[src/rtl/hazard_ctrl_if.sv]
// Pipeline-side bundle for hazard_ctrl: EX/LS/WB producer info in, final EX operands and register controls out.
// The master side drives the pipeline view; the slave side is the controller.
interface hazard_ctrl_if #(
  parameter int XLEN  = 64,
  parameter int CNT_W = 32
);
  logic [4:0]      rs1_idx_id, rs2_idx_id;
  logic [4:0]      rs1_idx_ex, rs2_idx_ex;
  logic [XLEN-1:0] rs1_ex, rs2_ex;
  logic [4:0]      rd_idx_ex;
  logic            wben_ex, is_load_ex, is_jump_ex;
  logic [4:0]      rd_idx_ls;
  logic            wben_ls, is_load_ls;
  logic [XLEN-1:0] alures_ls;
  logic [4:0]      rd_idx_wb;
  logic            wben_wb;
  logic [XLEN-1:0] wb_data;
  logic            mem_busy;
  logic [XLEN-1:0] rs1_fwd_o, rs2_fwd_o;
  logic            stall_pc_o, stall_id_o, stall_ex_o, stall_ls_o;
  logic            bubble_ex_o, bubble_wb_o;
  logic            flush_id_o, flush_ex_o;
  logic [CNT_W-1:0] stall_cnt_o, flush_cnt_o;

  modport master (
    output rs1_idx_id, rs2_idx_id, rs1_idx_ex, rs2_idx_ex, rs1_ex, rs2_ex,
           rd_idx_ex, wben_ex, is_load_ex, is_jump_ex,
           rd_idx_ls, wben_ls, is_load_ls, alures_ls,
           rd_idx_wb, wben_wb, wb_data, mem_busy,
    input  rs1_fwd_o, rs2_fwd_o, stall_pc_o, stall_id_o, stall_ex_o, stall_ls_o,
           bubble_ex_o, bubble_wb_o, flush_id_o, flush_ex_o, stall_cnt_o, flush_cnt_o
  );

  modport slave (
    input  rs1_idx_id, rs2_idx_id, rs1_idx_ex, rs2_idx_ex, rs1_ex, rs2_ex,
           rd_idx_ex, wben_ex, is_load_ex, is_jump_ex,
           rd_idx_ls, wben_ls, is_load_ls, alures_ls,
           rd_idx_wb, wben_wb, wb_data, mem_busy,
    output rs1_fwd_o, rs2_fwd_o, stall_pc_o, stall_id_o, stall_ex_o, stall_ls_o,
           bubble_ex_o, bubble_wb_o, flush_id_o, flush_ex_o, stall_cnt_o, flush_cnt_o
  );
endinterface

[src/rtl/hazard_ctrl.sv]
// Hazard/forwarding controller beside EX: operands and stall/bubble/flush are combinational, FSM/history/counters
// update on clk; it applies backpressure only through the stall outputs. Counters exist only with HAZ_PERF_CNT_EN.
module hazard_ctrl #(
  parameter int XLEN       = 64,
  parameter int HIST_DEPTH = 1,
  parameter int CNT_W      = 32
) (
  input logic         clk,
  input logic         rst_n,
  hazard_ctrl_if.slave bus
);

  typedef enum logic [1:0] {RUN, LU, MEM} state_t;

  state_t          state, state_nxt;
  logic            pending, pending_nxt;
  logic            load_use, flush_req, lu_stall;
  logic            ls_ok, wb_ok;
  logic            h1_hit, h2_hit;
  logic [XLEN-1:0] h1_dat, h2_dat;
  logic [XLEN-1:0] rs1_fwd, rs2_fwd;

  assign load_use = bus.is_load_ex && bus.wben_ex && (bus.rd_idx_ex != 5'd0) &&
                    ((bus.rd_idx_ex == bus.rs1_idx_id) || (bus.rd_idx_ex == bus.rs2_idx_id));
  // A jump seen while memory was busy is replayed on the first free cycle.
  assign flush_req = !bus.mem_busy && (bus.is_jump_ex || pending);
  assign lu_stall  = load_use && !bus.mem_busy && !flush_req;

  always_ff @(posedge clk or negedge rst_n) begin
    if (!rst_n) begin
      state   <= RUN;
      pending <= 1'b0;
    end else begin
      state   <= state_nxt;
      pending <= pending_nxt;
    end
  end

  always_comb begin
    state_nxt   = state;
    pending_nxt = pending;
    if (bus.mem_busy && bus.is_jump_ex) pending_nxt = 1'b1;
    else if (flush_req)                 pending_nxt = 1'b0;
    case (state)
      RUN: begin
        if (bus.mem_busy)  state_nxt = MEM;
        else if (lu_stall) state_nxt = LU;
      end
      LU:      state_nxt = bus.mem_busy ? MEM : RUN;
      MEM:     if (!bus.mem_busy) state_nxt = RUN;
      default: state_nxt = RUN;
    endcase
  end

  // Controls are gated by rst_n so they fall the instant reset asserts.
  always_comb begin
    bus.stall_pc_o  = 1'b0;
    bus.stall_id_o  = 1'b0;
    bus.stall_ex_o  = 1'b0;
    bus.stall_ls_o  = 1'b0;
    bus.bubble_ex_o = 1'b0;
    bus.bubble_wb_o = 1'b0;
    bus.flush_id_o  = 1'b0;
    bus.flush_ex_o  = 1'b0;
    if (rst_n) begin
      if (bus.mem_busy) begin
        bus.stall_pc_o  = 1'b1;
        bus.stall_id_o  = 1'b1;
        bus.stall_ex_o  = 1'b1;
        bus.stall_ls_o  = 1'b1;
        bus.bubble_wb_o = 1'b1;
      end else if (flush_req) begin
        bus.flush_id_o  = 1'b1;
        bus.flush_ex_o  = 1'b1;
      end else if (lu_stall) begin
        bus.stall_pc_o  = 1'b1;
        bus.stall_id_o  = 1'b1;
        bus.bubble_ex_o = 1'b1;
      end
    end
  end

  generate
    if (HIST_DEPTH > 0) begin : g_hist
      logic [HIST_DEPTH-1:0] h_vld;
      logic [4:0]            h_rd  [HIST_DEPTH];
      logic [XLEN-1:0]       h_dat [HIST_DEPTH];

      always_ff @(posedge clk or negedge rst_n) begin
        if (!rst_n) begin
          h_vld <= '0;
          for (int i = 0; i < HIST_DEPTH; i++) begin
            h_rd[i]  <= '0;
            h_dat[i] <= '0;
          end
        end else if (!bus.stall_ex_o) begin
          h_vld[0] <= bus.wben_wb && (bus.rd_idx_wb != 5'd0);
          h_rd[0]  <= bus.rd_idx_wb;
          h_dat[0] <= bus.wb_data;
          for (int i = 1; i < HIST_DEPTH; i++) begin
            h_vld[i] <= h_vld[i-1];
            h_rd[i]  <= h_rd[i-1];
            h_dat[i] <= h_dat[i-1];
          end
        end
      end

      // Walk oldest to newest so the newest matching entry wins.
      always_comb begin
        h1_hit = 1'b0;
        h2_hit = 1'b0;
        h1_dat = '0;
        h2_dat = '0;
        for (int i = HIST_DEPTH - 1; i >= 0; i--) begin
          if (h_vld[i] && (h_rd[i] == bus.rs1_idx_ex)) begin
            h1_hit = 1'b1;
            h1_dat = h_dat[i];
          end
          if (h_vld[i] && (h_rd[i] == bus.rs2_idx_ex)) begin
            h2_hit = 1'b1;
            h2_dat = h_dat[i];
          end
        end
      end
    end else begin : g_no_hist
      assign h1_hit = 1'b0;
      assign h2_hit = 1'b0;
      assign h1_dat = '0;
      assign h2_dat = '0;
    end
  endgenerate

  assign ls_ok = bus.wben_ls && !bus.is_load_ls;
  assign wb_ok = bus.wben_wb;

  // Later assignments override earlier ones: lowest priority first.
  always_comb begin
    rs1_fwd = bus.rs1_ex;
    if (h1_hit) rs1_fwd = h1_dat;
    if (wb_ok && (bus.rd_idx_wb == bus.rs1_idx_ex)) rs1_fwd = bus.wb_data;
    if (ls_ok && (bus.rd_idx_ls == bus.rs1_idx_ex)) rs1_fwd = bus.alures_ls;
    if (bus.rs1_idx_ex == 5'd0) rs1_fwd = bus.rs1_ex;

    rs2_fwd = bus.rs2_ex;
    if (h2_hit) rs2_fwd = h2_dat;
    if (wb_ok && (bus.rd_idx_wb == bus.rs2_idx_ex)) rs2_fwd = bus.wb_data;
    if (ls_ok && (bus.rd_idx_ls == bus.rs2_idx_ex)) rs2_fwd = bus.alures_ls;
    if (bus.rs2_idx_ex == 5'd0) rs2_fwd = bus.rs2_ex;
  end

  assign bus.rs1_fwd_o = rs1_fwd;
  assign bus.rs2_fwd_o = rs2_fwd;

`ifdef HAZ_PERF_CNT_EN
  logic [CNT_W-1:0] stall_cnt, flush_cnt;

  always_ff @(posedge clk or negedge rst_n) begin
    if (!rst_n) begin
      stall_cnt <= '0;
      flush_cnt <= '0;
    end else begin
      if (bus.stall_pc_o && (stall_cnt != {CNT_W{1'b1}})) stall_cnt <= stall_cnt + 1'b1;
      if (bus.flush_ex_o && (flush_cnt != {CNT_W{1'b1}})) flush_cnt <= flush_cnt + 1'b1;
    end
  end

  assign bus.stall_cnt_o = stall_cnt;
  assign bus.flush_cnt_o = flush_cnt;
`else
  assign bus.stall_cnt_o = {CNT_W{1'b0}};
  assign bus.flush_cnt_o = {CNT_W{1'b0}};
`endif

endmodule

[src/flat_wrapper.sv]
// flat-port wrapper written by rule: the top's interface ports become plain ports
module hazard_ctrl_flat 
#(
  parameter int XLEN       = 64,
  parameter int HIST_DEPTH = 1,
  parameter int CNT_W      = 32
)
  (clk, rst_n, bus_rs1_idx_id, bus_rs2_idx_id, bus_rs1_idx_ex, bus_rs2_idx_ex, bus_rs1_ex, bus_rs2_ex, bus_rd_idx_ex, bus_wben_ex, bus_is_load_ex, bus_is_jump_ex, bus_rd_idx_ls, bus_wben_ls, bus_is_load_ls, bus_alures_ls, bus_rd_idx_wb, bus_wben_wb, bus_wb_data, bus_mem_busy, bus_rs1_fwd_o, bus_rs2_fwd_o, bus_stall_pc_o, bus_stall_id_o, bus_stall_ex_o, bus_stall_ls_o, bus_bubble_ex_o, bus_bubble_wb_o, bus_flush_id_o, bus_flush_ex_o, bus_stall_cnt_o, bus_flush_cnt_o);
  hazard_ctrl_if #(.XLEN(XLEN), .CNT_W(CNT_W)) bus_i ();
  input logic clk;
  input logic rst_n;
  input wire logic [$bits(bus_i.rs1_idx_id)-1:0] bus_rs1_idx_id;
  input wire logic [$bits(bus_i.rs2_idx_id)-1:0] bus_rs2_idx_id;
  input wire logic [$bits(bus_i.rs1_idx_ex)-1:0] bus_rs1_idx_ex;
  input wire logic [$bits(bus_i.rs2_idx_ex)-1:0] bus_rs2_idx_ex;
  input wire logic [$bits(bus_i.rs1_ex)-1:0] bus_rs1_ex;
  input wire logic [$bits(bus_i.rs2_ex)-1:0] bus_rs2_ex;
  input wire logic [$bits(bus_i.rd_idx_ex)-1:0] bus_rd_idx_ex;
  input wire logic [$bits(bus_i.wben_ex)-1:0] bus_wben_ex;
  input wire logic [$bits(bus_i.is_load_ex)-1:0] bus_is_load_ex;
  input wire logic [$bits(bus_i.is_jump_ex)-1:0] bus_is_jump_ex;
  input wire logic [$bits(bus_i.rd_idx_ls)-1:0] bus_rd_idx_ls;
  input wire logic [$bits(bus_i.wben_ls)-1:0] bus_wben_ls;
  input wire logic [$bits(bus_i.is_load_ls)-1:0] bus_is_load_ls;
  input wire logic [$bits(bus_i.alures_ls)-1:0] bus_alures_ls;
  input wire logic [$bits(bus_i.rd_idx_wb)-1:0] bus_rd_idx_wb;
  input wire logic [$bits(bus_i.wben_wb)-1:0] bus_wben_wb;
  input wire logic [$bits(bus_i.wb_data)-1:0] bus_wb_data;
  input wire logic [$bits(bus_i.mem_busy)-1:0] bus_mem_busy;
  output wire logic [$bits(bus_i.rs1_fwd_o)-1:0] bus_rs1_fwd_o;
  output wire logic [$bits(bus_i.rs2_fwd_o)-1:0] bus_rs2_fwd_o;
  output wire logic [$bits(bus_i.stall_pc_o)-1:0] bus_stall_pc_o;
  output wire logic [$bits(bus_i.stall_id_o)-1:0] bus_stall_id_o;
  output wire logic [$bits(bus_i.stall_ex_o)-1:0] bus_stall_ex_o;
  output wire logic [$bits(bus_i.stall_ls_o)-1:0] bus_stall_ls_o;
  output wire logic [$bits(bus_i.bubble_ex_o)-1:0] bus_bubble_ex_o;
  output wire logic [$bits(bus_i.bubble_wb_o)-1:0] bus_bubble_wb_o;
  output wire logic [$bits(bus_i.flush_id_o)-1:0] bus_flush_id_o;
  output wire logic [$bits(bus_i.flush_ex_o)-1:0] bus_flush_ex_o;
  output wire logic [$bits(bus_i.stall_cnt_o)-1:0] bus_stall_cnt_o;
  output wire logic [$bits(bus_i.flush_cnt_o)-1:0] bus_flush_cnt_o;
  assign bus_i.rs1_idx_id = bus_rs1_idx_id;
  assign bus_i.rs2_idx_id = bus_rs2_idx_id;
  assign bus_i.rs1_idx_ex = bus_rs1_idx_ex;
  assign bus_i.rs2_idx_ex = bus_rs2_idx_ex;
  assign bus_i.rs1_ex = bus_rs1_ex;
  assign bus_i.rs2_ex = bus_rs2_ex;
  assign bus_i.rd_idx_ex = bus_rd_idx_ex;
  assign bus_i.wben_ex = bus_wben_ex;
  assign bus_i.is_load_ex = bus_is_load_ex;
  assign bus_i.is_jump_ex = bus_is_jump_ex;
  assign bus_i.rd_idx_ls = bus_rd_idx_ls;
  assign bus_i.wben_ls = bus_wben_ls;
  assign bus_i.is_load_ls = bus_is_load_ls;
  assign bus_i.alures_ls = bus_alures_ls;
  assign bus_i.rd_idx_wb = bus_rd_idx_wb;
  assign bus_i.wben_wb = bus_wben_wb;
  assign bus_i.wb_data = bus_wb_data;
  assign bus_i.mem_busy = bus_mem_busy;
  assign bus_rs1_fwd_o = bus_i.rs1_fwd_o;
  assign bus_rs2_fwd_o = bus_i.rs2_fwd_o;
  assign bus_stall_pc_o = bus_i.stall_pc_o;
  assign bus_stall_id_o = bus_i.stall_id_o;
  assign bus_stall_ex_o = bus_i.stall_ex_o;
  assign bus_stall_ls_o = bus_i.stall_ls_o;
  assign bus_bubble_ex_o = bus_i.bubble_ex_o;
  assign bus_bubble_wb_o = bus_i.bubble_wb_o;
  assign bus_flush_id_o = bus_i.flush_id_o;
  assign bus_flush_ex_o = bus_i.flush_ex_o;
  assign bus_stall_cnt_o = bus_i.stall_cnt_o;
  assign bus_flush_cnt_o = bus_i.flush_cnt_o;
  hazard_ctrl #(.XLEN(XLEN), .HIST_DEPTH(HIST_DEPTH), .CNT_W(CNT_W)) u_core (.clk(clk), .rst_n(rst_n), .bus(bus_i));
endmodule
[config.mk]
export PLATFORM = sky130hd
export DESIGN_NAME = hazard_ctrl_flat
export DESIGN_NICKNAME = d
export VERILOG_FILES = /design/src/rtl/hazard_ctrl_if.sv /design/src/rtl/hazard_ctrl.sv /design/src/flat_wrapper.sv
export SDC_FILE = /design/constraint.sdc
export NUM_CORES = 1
export LEC_CHECK = 0
export CAP_MARGIN = 25
export CORE_AREA = 2 2 196 198
export DETAILED_ROUTE_END_ITERATION = 10
export DIE_AREA = 0 0 198 200
export PLACE_DENSITY = 0.57
export SKIP_LAST_GASP = 1
export SYNTH_ARGS = -nofsm -noshare
export SYNTH_HDL_FRONTEND = slang
export SYNTH_SLANG_ARGS = --single-unit
[constraint.sdc]
create_clock -name clk -period 4.1 [get_ports clk]
set_clock_uncertainty 0.05 [all_clocks]
set_input_delay 1.23 -clock clk [delete_from_list [all_inputs] [get_ports clk]]
set_output_delay 1.23 -clock clk [all_outputs]
set_load 0.005 [all_outputs]
==> results.sh, run 1 <==
export IMPL_worstMarginPinSlew_ns=1.10
export IMPL_path_max_fanout=6
export IMPL_synth_largest_area_cell="dfrtp_1"
export IMPL_instances_no_fill=2047
export IMPL_grtUsageTotal_pct=24.7
export IMPL_wire_per_inst_um=25.4
export IMPL_wl_met3_um=3110
export IMPL_cts_sinks=71
export IMPL_criticalPathCategory="input port to output pin"
export IMPL_r2r_end="u_core.g_hist.h_rd[3]$_DFFE_PN0N_"
export IMPL_gr_total_overflow=0
export IMPL_ir_worst_vdd_mv=0.174
export IMPL_via_per_inst=5.23
export IMPL_yosys_top_cells_count="119 x o21ai_0, 73 x clkbuf_1, 71 x dfrtp_1, 69 x buf_4, 69 x mux2_2"
export IMPL_grt_pass1_wl_um=72300
export IMPL_finalSetupViolCount=127
export IMPL_powerDensity_nw_per_um2=176
export IMPL_fill_cells=3484
export IMPL_hold_viol=0
export IMPL_fin_crit_ns=4.37
export IMPL_numPortBuffers=435
export IMPL_antenna_left=0
export IMPL_dp_final_hpwl_um=32000
export IMPL_end_kind="output pin"
export IMPL_crit_top_cell="buf_12"
export IMPL_synth_enable_flop_cells=0
export IMPL_synthCells=916
export IMPL_maxSlewHeadroom_pct=26.7
export IMPL_drt_first_pass_iters=4
export IMPL_cts_made_buffers=9
export IMPL_ys_async_sr_fraction_pct=100
export IMPL_status="finished with violations"
export IMPL_power_switching_mw=1.05
export IMPL_drive_gt1_share_pct=53.6
export IMPL_cp_top_family="buffers and inverters"
export IMPL_ctsRootBufferMaster="clkbuf_16"
export IMPL_swShare_pct=34.1
export IMPL_grt_max_degree=72
export IMPL_htreeDepth=3
export IMPL_grt_pass1_vias=11200
export IMPL_netlist_top_cells_area="dfrtp_1 23%, mux2_2 10%, o21ai_0 7.7%"
export IMPL_area_growth_pct=126
export IMPL_ys_ff_latch=71
export IMPL_fin_crit_sh_pct=107
export IMPL_ff2ff_setup_slack_ns=3.18
export IMPL_crit_buf_inv=8
export IMPL_yosysMostFrequentCell="o21ai_0"
export IMPL_fp_dieW_um=198
export IMPL_drt_total_wl_um=51900
export IMPL_cts_tree="yes"
export IMPL_ys_seq_area_share_pct=22.9
export IMPL_r2r_start="u_core.g_hist.h_rd[3]$_DFFE_PN0N_"
export IMPL_met1_length_um=21500
export IMPL_fp_coreArea_um2=37400
export IMPL_synthDistinctLibCells=42
export IMPL_placed_cells=1894
export IMPL_p_seq_share_pct=26.7
export IMPL_clkPwrFrac_pct=28.1
export IMPL_first_iter_violations=604
export IMPL_num_nets_final=1830
export IMPL_yosys_warnings=0
export IMPL_highest_layer="met5"
export IMPL_clk_latency_ns=0.35
export IMPL_wl_met2_um=25900
export IMPL_holdCritPathClass="flop to flop"
export IMPL_slowest_delay_ns=0.25
export IMPL_crit_chain="buf_12, xor2_2, nor4_4, buf_4, nand3_4, a31oi_4, buf_12, buf_12, buf_8, buf_8, buf_16, a2bb2oi_2, buf_2"
export IMPL_layout_setup_ws_ns=-0.275
export IMPL_antenna_found_initial=2
export IMPL_crit_start="bus_rs1_idx_ex[2]"
export IMPL_p_int_mw=2.03
export IMPL_reg2regPathDepth=1
export IMPL_syn_avg_cell_area_um2=8.48
export IMPL_cts_clk_slew_worst_paths_ns=0.06
export IMPL_failed_checks="setup timing"
export IMPL_die_area_um2=39600
export IMPL_io_pins=500
export IMPL_final_core_util_pct=46.9
export IMPL_comb_power_share_pct=45.2
export IMPL_cp_endpoint="bus_rs1_fwd_o[7]"
export IMPL_power_leakage_nw=7.12
export IMPL_vias=10700
export IMPL_rows=71
export IMPL_max_clock_path_buffers=2
export IMPL_slew_violations=0
export IMPL_cap_violations=0
export IMPL_worst_endpoint_required_ns=2.82
export IMPL_cp_start_kind="input port"
export IMPL_dieHeight_um=200
export IMPL_yosys_area_top_type_share_pct=22.9
export IMPL_path_depth=13
export IMPL_slowest_stage="nor4_4"
export IMPL_max_freq_mhz=229
export IMPL_cp_data_arrival_time_ns=3.09
export IMPL_drc=0
export IMPL_initial_utilization_pct=20.8
export IMPL_routabilityCongestion=0.868
export IMPL_grt_setup_unrepaired="true"
export IMPL_netlist_area_um2=7770
export IMPL_synth_flop_cell="dfrtp_1"
[cell usage in the layout, fill, tap and decap left out, drive strengths merged, types with 8 or more instances in the layout]
cell type,n
xnor2,23
nand2,8
o21ai,130
o221ai,58
buf,410
mux2,69
clkbuf,18
conb,64
a211oi,65
dfrtp,71
and3,64
a2bb2oi,58
a21oi,58
a22oi,64
nor2,11
clkdlybuf4s50,278
xor2,17
[layer usage]
| metal | GRT usage, % | vias up |
|---|---|---|
| li1 | - | 4746 |
| met1 | 30.5 | 5413 |
| met2 | 43.3 | 476 |
| met3 | 4.81 | 71 |
| met4 | 7.77 | 2 |
| met5 | 0 | - |
[how the worst min path moves through the flow]
stage,startpoint,endpoint,slack [ns],cells after the start
floorplan,u_core.pending$_DFFE_PN0P_,u_core.pending$_DFFE_PN0P_,0.43,2
global placement,u_core.g_hist.h_dat[40]$_DFFE_PN0N_,u_core.g_hist.h_dat[40]$_DFFE_PN0N_,0.45,1
detailed placement,u_core.g_hist.h_dat[39]$_DFFE_PN0N_,u_core.g_hist.h_dat[39]$_DFFE_PN0N_,0.46,1
CTS,u_core.g_hist.h_dat[5]$_DFFE_PN0N_,u_core.g_hist.h_dat[5]$_DFFE_PN0N_,0.48,1
global route,u_core.g_hist.h_dat[33]$_DFFE_PN0N_,u_core.g_hist.h_dat[33]$_DFFE_PN0N_,0.50,1
finish,u_core.g_hist.h_dat[5]$_DFFE_PN0N_,u_core.g_hist.h_dat[5]$_DFFE_PN0N_,0.48,1
[cell type report]
type	instances	area, um2	area share [%]
multi-input cells	740	7450	42.5
repair buffers	707	7360	42.0
flip-flops and latches	71	1780	10.1
well taps	511	639	3.65
clock buffers	9	225	1.28
clock inverters	7	80.1	0.457
inverters	1	3.75	0.0214
diodes	1	2.50	0.0143
[stage by stage]
step	cell area [um2]	total power [mW]	setup WS (ns)	hold slack [ns]	TNS, ns
4_1_cts	16400	3.01	-0.283	0.479	-22.39
2_1_floorplan	8000	1.23	0.218	0.430	0
3_3_place_gp	13500	1.98	-1.37	0.455	-142.19
6_report	17500	3.08	-0.275	0.480	-19.58
5_1_grt	17500	3.21	-0.335	0.501	-27.52
3_5_place_dp	13500	1.99	-1.38	0.464	-141.19
[state kept, by name, indices dropped and copies added (netlist names)]
| register | cells |
|---|---|
| u_core.g_hist.h_dat | 64 |
| u_core.g_hist.h_rd | 5 |
| u_core.g_hist.h_vld | 1 |
| u_core.pending | 1 |
[power by group through the flow]
stage	clock network [mW]	logic, mW	registers, mW
6_report	0.866	1.39	0.822
5_1_grt	0.913	1.47	0.830
4_1_cts	0.884	1.31	0.816
3_5_place_dp	0	1.17	0.817
3_3_place_gp	0	1.17	0.814
2_1_floorplan	0	0.424	0.803
[repair_timing]
item                                     CTS  global route
buffers inserted                          83            45
resized for setup                       1030           230
cloned                                    23             6
hold buffers                               0             0
endpoints found under the setup margin   131           131
pin swaps                                 88           136
[logic make-up (layout without fill, tap and decap cells)]
family                 Yosys count  in the layout  share of synthesized area, %
other                            1             65                        0.0483
buffers and inverters          168            724                          12.0
XOR/XNOR                        40             40                          4.51
AO/OA/AOI/OAI                  450            450                          41.1
AND/OR/NAND/NOR                111            111                          8.71
flip-flops                      71             71                          22.9
multiplexers                    75             75                          10.8
Power figures use the tool's default switching activity.
==> run 2, diff against run 1 <==
==> constraint.sdc (replaced) <==
create_clock -name clk -period 4.1 [get_ports clk]
set_clock_uncertainty 0.05 [all_clocks]
set_input_delay 0.82 -clock clk [delete_from_list [all_inputs] [get_ports clk]]
set_output_delay 0.82 -clock clk [all_outputs]
set_load 0.005 [all_outputs]
==> results.sh, run 2 (same netlist as run 1, synthesis figures left out) <==
export IMPL_grtUsageTotal_pct=20.9
export IMPL_regArea_um2=1780
export IMPL_io_pins=500
export IMPL_worst_endpoint_required_ns=3.23
export IMPL_slowest_stage="or4_4"
export IMPL_drt_total_wl_um=43400
export IMPL_drc=0
export IMPL_swShare_pct=30.6
export IMPL_top_regs="u_core.g_hist.h_dat (64), u_core.g_hist.h_rd (5)"
export IMPL_crit_buf_inv=4
export IMPL_dieHeight_um=200
export IMPL_ctsRootBufferMaster="clkbuf_16"
export IMPL_p_int_mw=2.01
export IMPL_cap_violations=0
export IMPL_drt_first_pass_iters=5
export IMPL_numPortBuffers=435
export IMPL_final_common_cell="clkdlybuf4s50_1"
export IMPL_grt_max_degree=70
export IMPL_p_seq_share_pct=28.0
export IMPL_fin_setup_tns_ns=0
export IMPL_holdCritPathClass="input port to async pin"
export IMPL_hold_ws_ns=0.436
export IMPL_placed_area_um2=13500
export IMPL_largest_register_ffs=64
export IMPL_antenna_left=0
export IMPL_fp_dieW_um=198
export IMPL_criticalPathCategory="input port to output pin"
export IMPL_fin_area_um2=14600
export IMPL_htreeDepth=3
export IMPL_grt_pass1_vias=10100
export IMPL_power_switching_mw=0.885
export IMPL_cts_tree="yes"
export IMPL_cts_clk_slew_worst_paths_ns=0.07
export IMPL_regMostFlops="u_core.g_hist.h_dat"
export IMPL_path_max_fanout=26
export IMPL_grt_setup_unrepaired="true"
export IMPL_wire_per_inst_um=22.5
export IMPL_gr_total_overflow=0
export IMPL_die_area_um2=39600
export IMPL_clk_latency_ns=0.34
export IMPL_fin_crit_sh_pct=99.9
export IMPL_fill_cells=3776
export IMPL_rows=71
export IMPL_hold_buffers=0
export IMPL_maxSlewHeadroom_pct=29.1
export IMPL_routabilityCongestion=0.888
export IMPL_multi_input_area_um2=5640
export IMPL_slew_violations=0
export IMPL_vias=9921
export IMPL_cp_top_family="buffers and inverters"
export IMPL_area_growth_pct=87.6
export IMPL_crit_chain="clkdlybuf4s50_1, or4_4, nor2_4, o21ba_4, buf_12, buf_12, o21ai_0, o21ai_0, clkdlybuf4s50_1"
export IMPL_fin_crit_ns=4.10
export IMPL_ff2ff_setup_slack_ns=3.22
export IMPL_worstMarginPinSlew_ns=1.06
export IMPL_grt_pass1_wl_um=62100
export IMPL_drive_gt1_share_pct=22.7
export IMPL_cp_start_kind="input port"
export IMPL_final_cell_mix="338 x clkdlybuf4s50_1, 111 x o21ai_0, 110 x buf_4, 71 x dfrtp_1, 69 x mux2_2"
export IMPL_cts_made_buffers=9
export IMPL_finalSetupViolCount=0
export IMPL_status="finished, final reports clean"
export IMPL_clkPwrFrac_pct=31.2
export IMPL_cts_sinks=71
export IMPL_ir_worst_vdd_mv=0.211
export IMPL_via_per_inst=5.14
export IMPL_slowest_delay_ns=0.57
export IMPL_first_iter_violations=478
export IMPL_cp_data_arrival_time_ns=3.23
export IMPL_comb_power_share_pct=40.8
export IMPL_power_total_mw=2.89
export IMPL_hold_viol=0
export IMPL_antenna_found_initial=3
export IMPL_max_clock_path_buffers=2
export IMPL_end_kind="output pin"
export IMPL_final_core_util_pct=39.0
export IMPL_fp_coreArea_um2=37400
export IMPL_initial_utilization_pct=20.8
export IMPL_powerDensity_nw_per_um2=199
export IMPL_power_leakage_nw=6.30
export IMPL_num_nets_final=1713
export IMPL_dp_final_hpwl_um=32500
export IMPL_max_freq_mhz=244
run 2: metal layers:
layer | wire [um] | global-route usage [%] | up-vias
met5 | 26 | 0 | -
met4 | 1390 | 7.69 | 4
met3 | 3320 | 5.26 | 88
met2 | 21500 | 36.5 | 493
met1 | 17200 | 24.9 | 4848
li1 | - | - | 4488
run 2: final cells by class:
cell class | count | share of cell area (%)
timing repair buffer | 590 | 42.4
multi-input combinational | 740 | 38.7
sequential | 71 | 12.2
inverter | 1 | 0.0258
tap | 511 | 4.39
antenna | 1 | 0.0172
clock buffer | 10 | 1.57
clock inverter | 6 | 0.635
run 2: worst paths after layout:
check	from	to	depth (start not counted)
setup / recovery	bus_rs2_idx_ex[1]	bus_rs2_fwd_o[16]	9
hold / removal	rst_n	u_core.pending$_DFFE_PN0P_	2
setup reg to reg	u_core.g_hist.h_rd[1]$_DFFE_PN0N_	u_core.g_hist.h_rd[1]$_DFFE_PN0N_	1
hold reg to reg	u_core.pending$_DFFE_PN0P_	u_core.pending$_DFFE_PN0P_	2
max in group asynchronous	rst_n	u_core.g_hist.h_dat[2]$_DFFE_PN0N_	3
min in group clk	u_core.pending$_DFFE_PN0P_	u_core.pending$_DFFE_PN0P_	2
run 2: timing repair:
item / in CTS / in global routing
endpoints found under the setup margin: 128 / 109
pin swaps: 13 / 5
buffers inserted: 9 / 6
resized for setup: 83 / 98
hold endpoints to repair: 0 / 0
gates cloned: 4 / 1
run 2: power by group through the flow:
| stage | sequential (mW) | clock (mW) | combinational [mW] |
|---|---|---|---|
| 2_1_floorplan | 0.803 | 0 | 0.424 |
| 3_3_place_gp | 0.813 | 0 | 1.16 |
| 3_5_place_dp | 0.815 | 0 | 1.16 |
| 4_1_cts | 0.804 | 0.926 | 1.19 |
| 5_1_grt | 0.816 | 0.962 | 1.26 |
| 6_report | 0.809 | 0.902 | 1.18 |
run 2: metrics by stage:
| stage | cells | setup WS [ns] |
|---|---|---|
| floorplan | 979 | 1.04 |
| global placement | 1892 | -0.513 |
| detailed placement | 1893 | -0.465 |
| CTS | 1922 | -0.0205 |
| global route | 1929 | -0.107 |
| finish | 1930 | 0.00205 |
==> run 3, diff against run 2 <==
- SLEW_MARGIN: default -> 20
==> results.sh, run 3 (same netlist as run 1, synthesis figures left out) <==
export IMPL_crit_buf_inv=4
export IMPL_r2r_end="u_core.g_hist.h_rd[2]$_DFFE_PN0N_"
export IMPL_slowest_stage="or4_4"
export IMPL_grtUsageTotal_pct=20.7
export IMPL_cp_top_family="buffers and inverters"
export IMPL_hold_end="u_core.pending$_DFFE_PN0P_"
export IMPL_criticalPathCategory="input port to output pin"
export IMPL_grt_busiest_layer="met2"
export IMPL_grt_pass1_wl_um=61700
export IMPL_ctsRootBufferMaster="clkbuf_16"
export IMPL_crit_chain="clkdlybuf4s50_1, or4_4, nor2_4, o21ba_4, buf_12, buf_4, o21ai_0, o21ai_0, clkdlybuf4s50_1"
export IMPL_path_max_fanout=23
export IMPL_rows=71
export IMPL_pre_cts_slack_ns=-0.459
export IMPL_end_kind="output pin"
export IMPL_fp_coreArea_um2=37400
export IMPL_regMostFlops="u_core.g_hist.h_dat"
export IMPL_worst_endpoint_required_ns=3.23
export IMPL_drc=0
export IMPL_cts_sinks=71
export IMPL_slew_violations=0
export IMPL_drive_gt1_share_pct=20.9
export IMPL_use_met3_pct=4.67
export IMPL_cp_data_arrival_time_ns=3.25
export IMPL_ir_worst_vdd_mv=0.205
export IMPL_max_freq_mhz=243
export IMPL_worstMarginPinSlew_ns=1.04
export IMPL_cp_start_kind="input port"
export IMPL_power_leakage_nw=6.15
export IMPL_hold_start="u_core.pending$_DFFE_PN0P_"
export IMPL_drt_first_pass_iters=5
export IMPL_slowest_delay_ns=0.55
export IMPL_via_per_inst=5.14
export IMPL_routabilityCongestion=0.888
export IMPL_io_pins=500
export IMPL_fp_dieW_um=198
export IMPL_max_clock_path_buffers=2
export IMPL_cts_clk_slew_worst_paths_ns=0.07
export IMPL_grtUsageMet1_pct=25.0
export IMPL_antenna_left=0
export IMPL_cap_violations=0
export IMPL_layout_setup_ws_ns=-0.0195
export IMPL_fin_area_um2=14300
export IMPL_die_area_um2=39600
export IMPL_grt_max_degree=70
export IMPL_path_depth=9
export IMPL_numPortBuffers=435
export IMPL_cts_made_buffers=9
export IMPL_wire_per_inst_um=22.5
export IMPL_drt_total_wl_um=43300
export IMPL_fill_cells=3820
export IMPL_cts_tree="yes"
export IMPL_dp_final_hpwl_um=32500
export IMPL_antenna_found_initial=4
export IMPL_hold_ws_ns=0.467
export IMPL_hold_buffers=0
export IMPL_area_growth_pct=83.6
export IMPL_power_total_mw=2.87
export IMPL_first_iter_violations=543
export IMPL_largest_register_ffs=64
export IMPL_finalSetupViolCount=2
export IMPL_failed_checks="setup timing"
export IMPL_r2r_start="u_core.g_hist.h_rd[2]$_DFFE_PN0N_"
export IMPL_num_nets_final=1710
export IMPL_crit_start="bus_rs2_idx_ex[1]"
export IMPL_holdCritPathClass="flop to flop"
export IMPL_fin_crit_ns=4.12
export IMPL_final_common_cell="clkdlybuf4s50_1"
export IMPL_grt_setup_unrepaired="true"
export IMPL_vias=9906
export IMPL_grt_pass1_vias=10000
export IMPL_powerDensity_nw_per_um2=201
export IMPL_maxSlewHeadroom_pct=30.4
export IMPL_fin_crit_sh_pct=100
export IMPL_reg2regPathDepth=1
export IMPL_status="finished with violations"
export IMPL_clk_latency_ns=0.33
export IMPL_hold_viol=0
export IMPL_dieHeight_um=200
export IMPL_initial_utilization_pct=20.8
export IMPL_grt_util_met2_pct=36.1
export IMPL_placed_area_um2=13400
export IMPL_min_path_cells=2
export IMPL_instances_no_fill=1928
export IMPL_gr_total_overflow=0
export IMPL_final_cell_mix="333 x clkdlybuf4s50_1, 111 x buf_4, 90 x o21ai_0, 71 x dfrtp_1, 69 x mux2_2"
export IMPL_ff2ff_setup_slack_ns=3.23
export IMPL_htreeDepth=3
export IMPL_top_regs="u_core.g_hist.h_dat (64), u_core.g_hist.h_rd (5)"
export IMPL_placed_cells=1893
==> run 3: cell count changes in the layout (fill, tap and decap cells not counted), sizes merged <==
cell	delta
bufbuf	-1
dlygate4sd2	+16
clkdlybuf4s50	-5
diode	+1
dlymetal6s2s	-11
clkdlybuf4s15	-1
buf	-3
clkbuf	+2
==> run 3: how the worst max path moves through the flow <==
stage / slack, ns / endpoint
global route: -0.10 / bus_rs2_fwd_o[6]
finish: -0.02 / bus_rs2_fwd_o[42]
detailed placement: -0.46 / bus_rs1_fwd_o[44]
global placement: -0.51 / bus_rs1_fwd_o[44]
CTS: -0.04 / bus_rs1_fwd_o[3]
floorplan: 1.04 / bus_rs1_fwd_o[39]
==> run 3: worst min-delay path, stage by stage (launching register included) <==
cell     delay, ns
dfrtp_1       0.33
nor2_1        0.06
nor2b_1       0.10
==> run 3: stage by stage <==
stage | utilization, % | setup TNS (ns)
after global routing | 38.1 | -0.941
final | 38.1 | -0.0322
after detailed placement | 36.0 | -30.67
after CTS | 37.3 | -0.194
after floorplan | - | 0
after global placement | 35.9 | -38.11
==> run 3: cell type report <==
class,count,area (um2),share of cell area (%)
diodes,2,5.00,0.0351
clock buffers,10,229,1.61
clock inverters,6,92.6,0.649
inverters,1,3.75,0.0263
multi-input cells,740,5480,38.4
flip-flops and latches,71,1780,12.5
well taps,511,639,4.48
repair buffers,587,6030,42.3
==> run 3: timing repair <==
action,4_1_cts,5_1_grt
buffers inserted,6,7
gates resized for setup,77,98
endpoints found under the setup margin,128,96
cloned,2,2
pin swaps,10,14
==> run 3: metal layers <==
metal | vias up | wire length, um
met5 | - | 22
met4 | 4 | 1300
met3 | 72 | 3180
met2 | 518 | 21300
met1 | 4837 | 17500
li1 | 4475 | -
==> run 3: report_power, final <==
part	leakage [nW]	internal, mW	switching, mW
registers	0.829	0.760	0.0456
logic	5.17	0.695	0.466
clock network	0.150	0.539	0.363
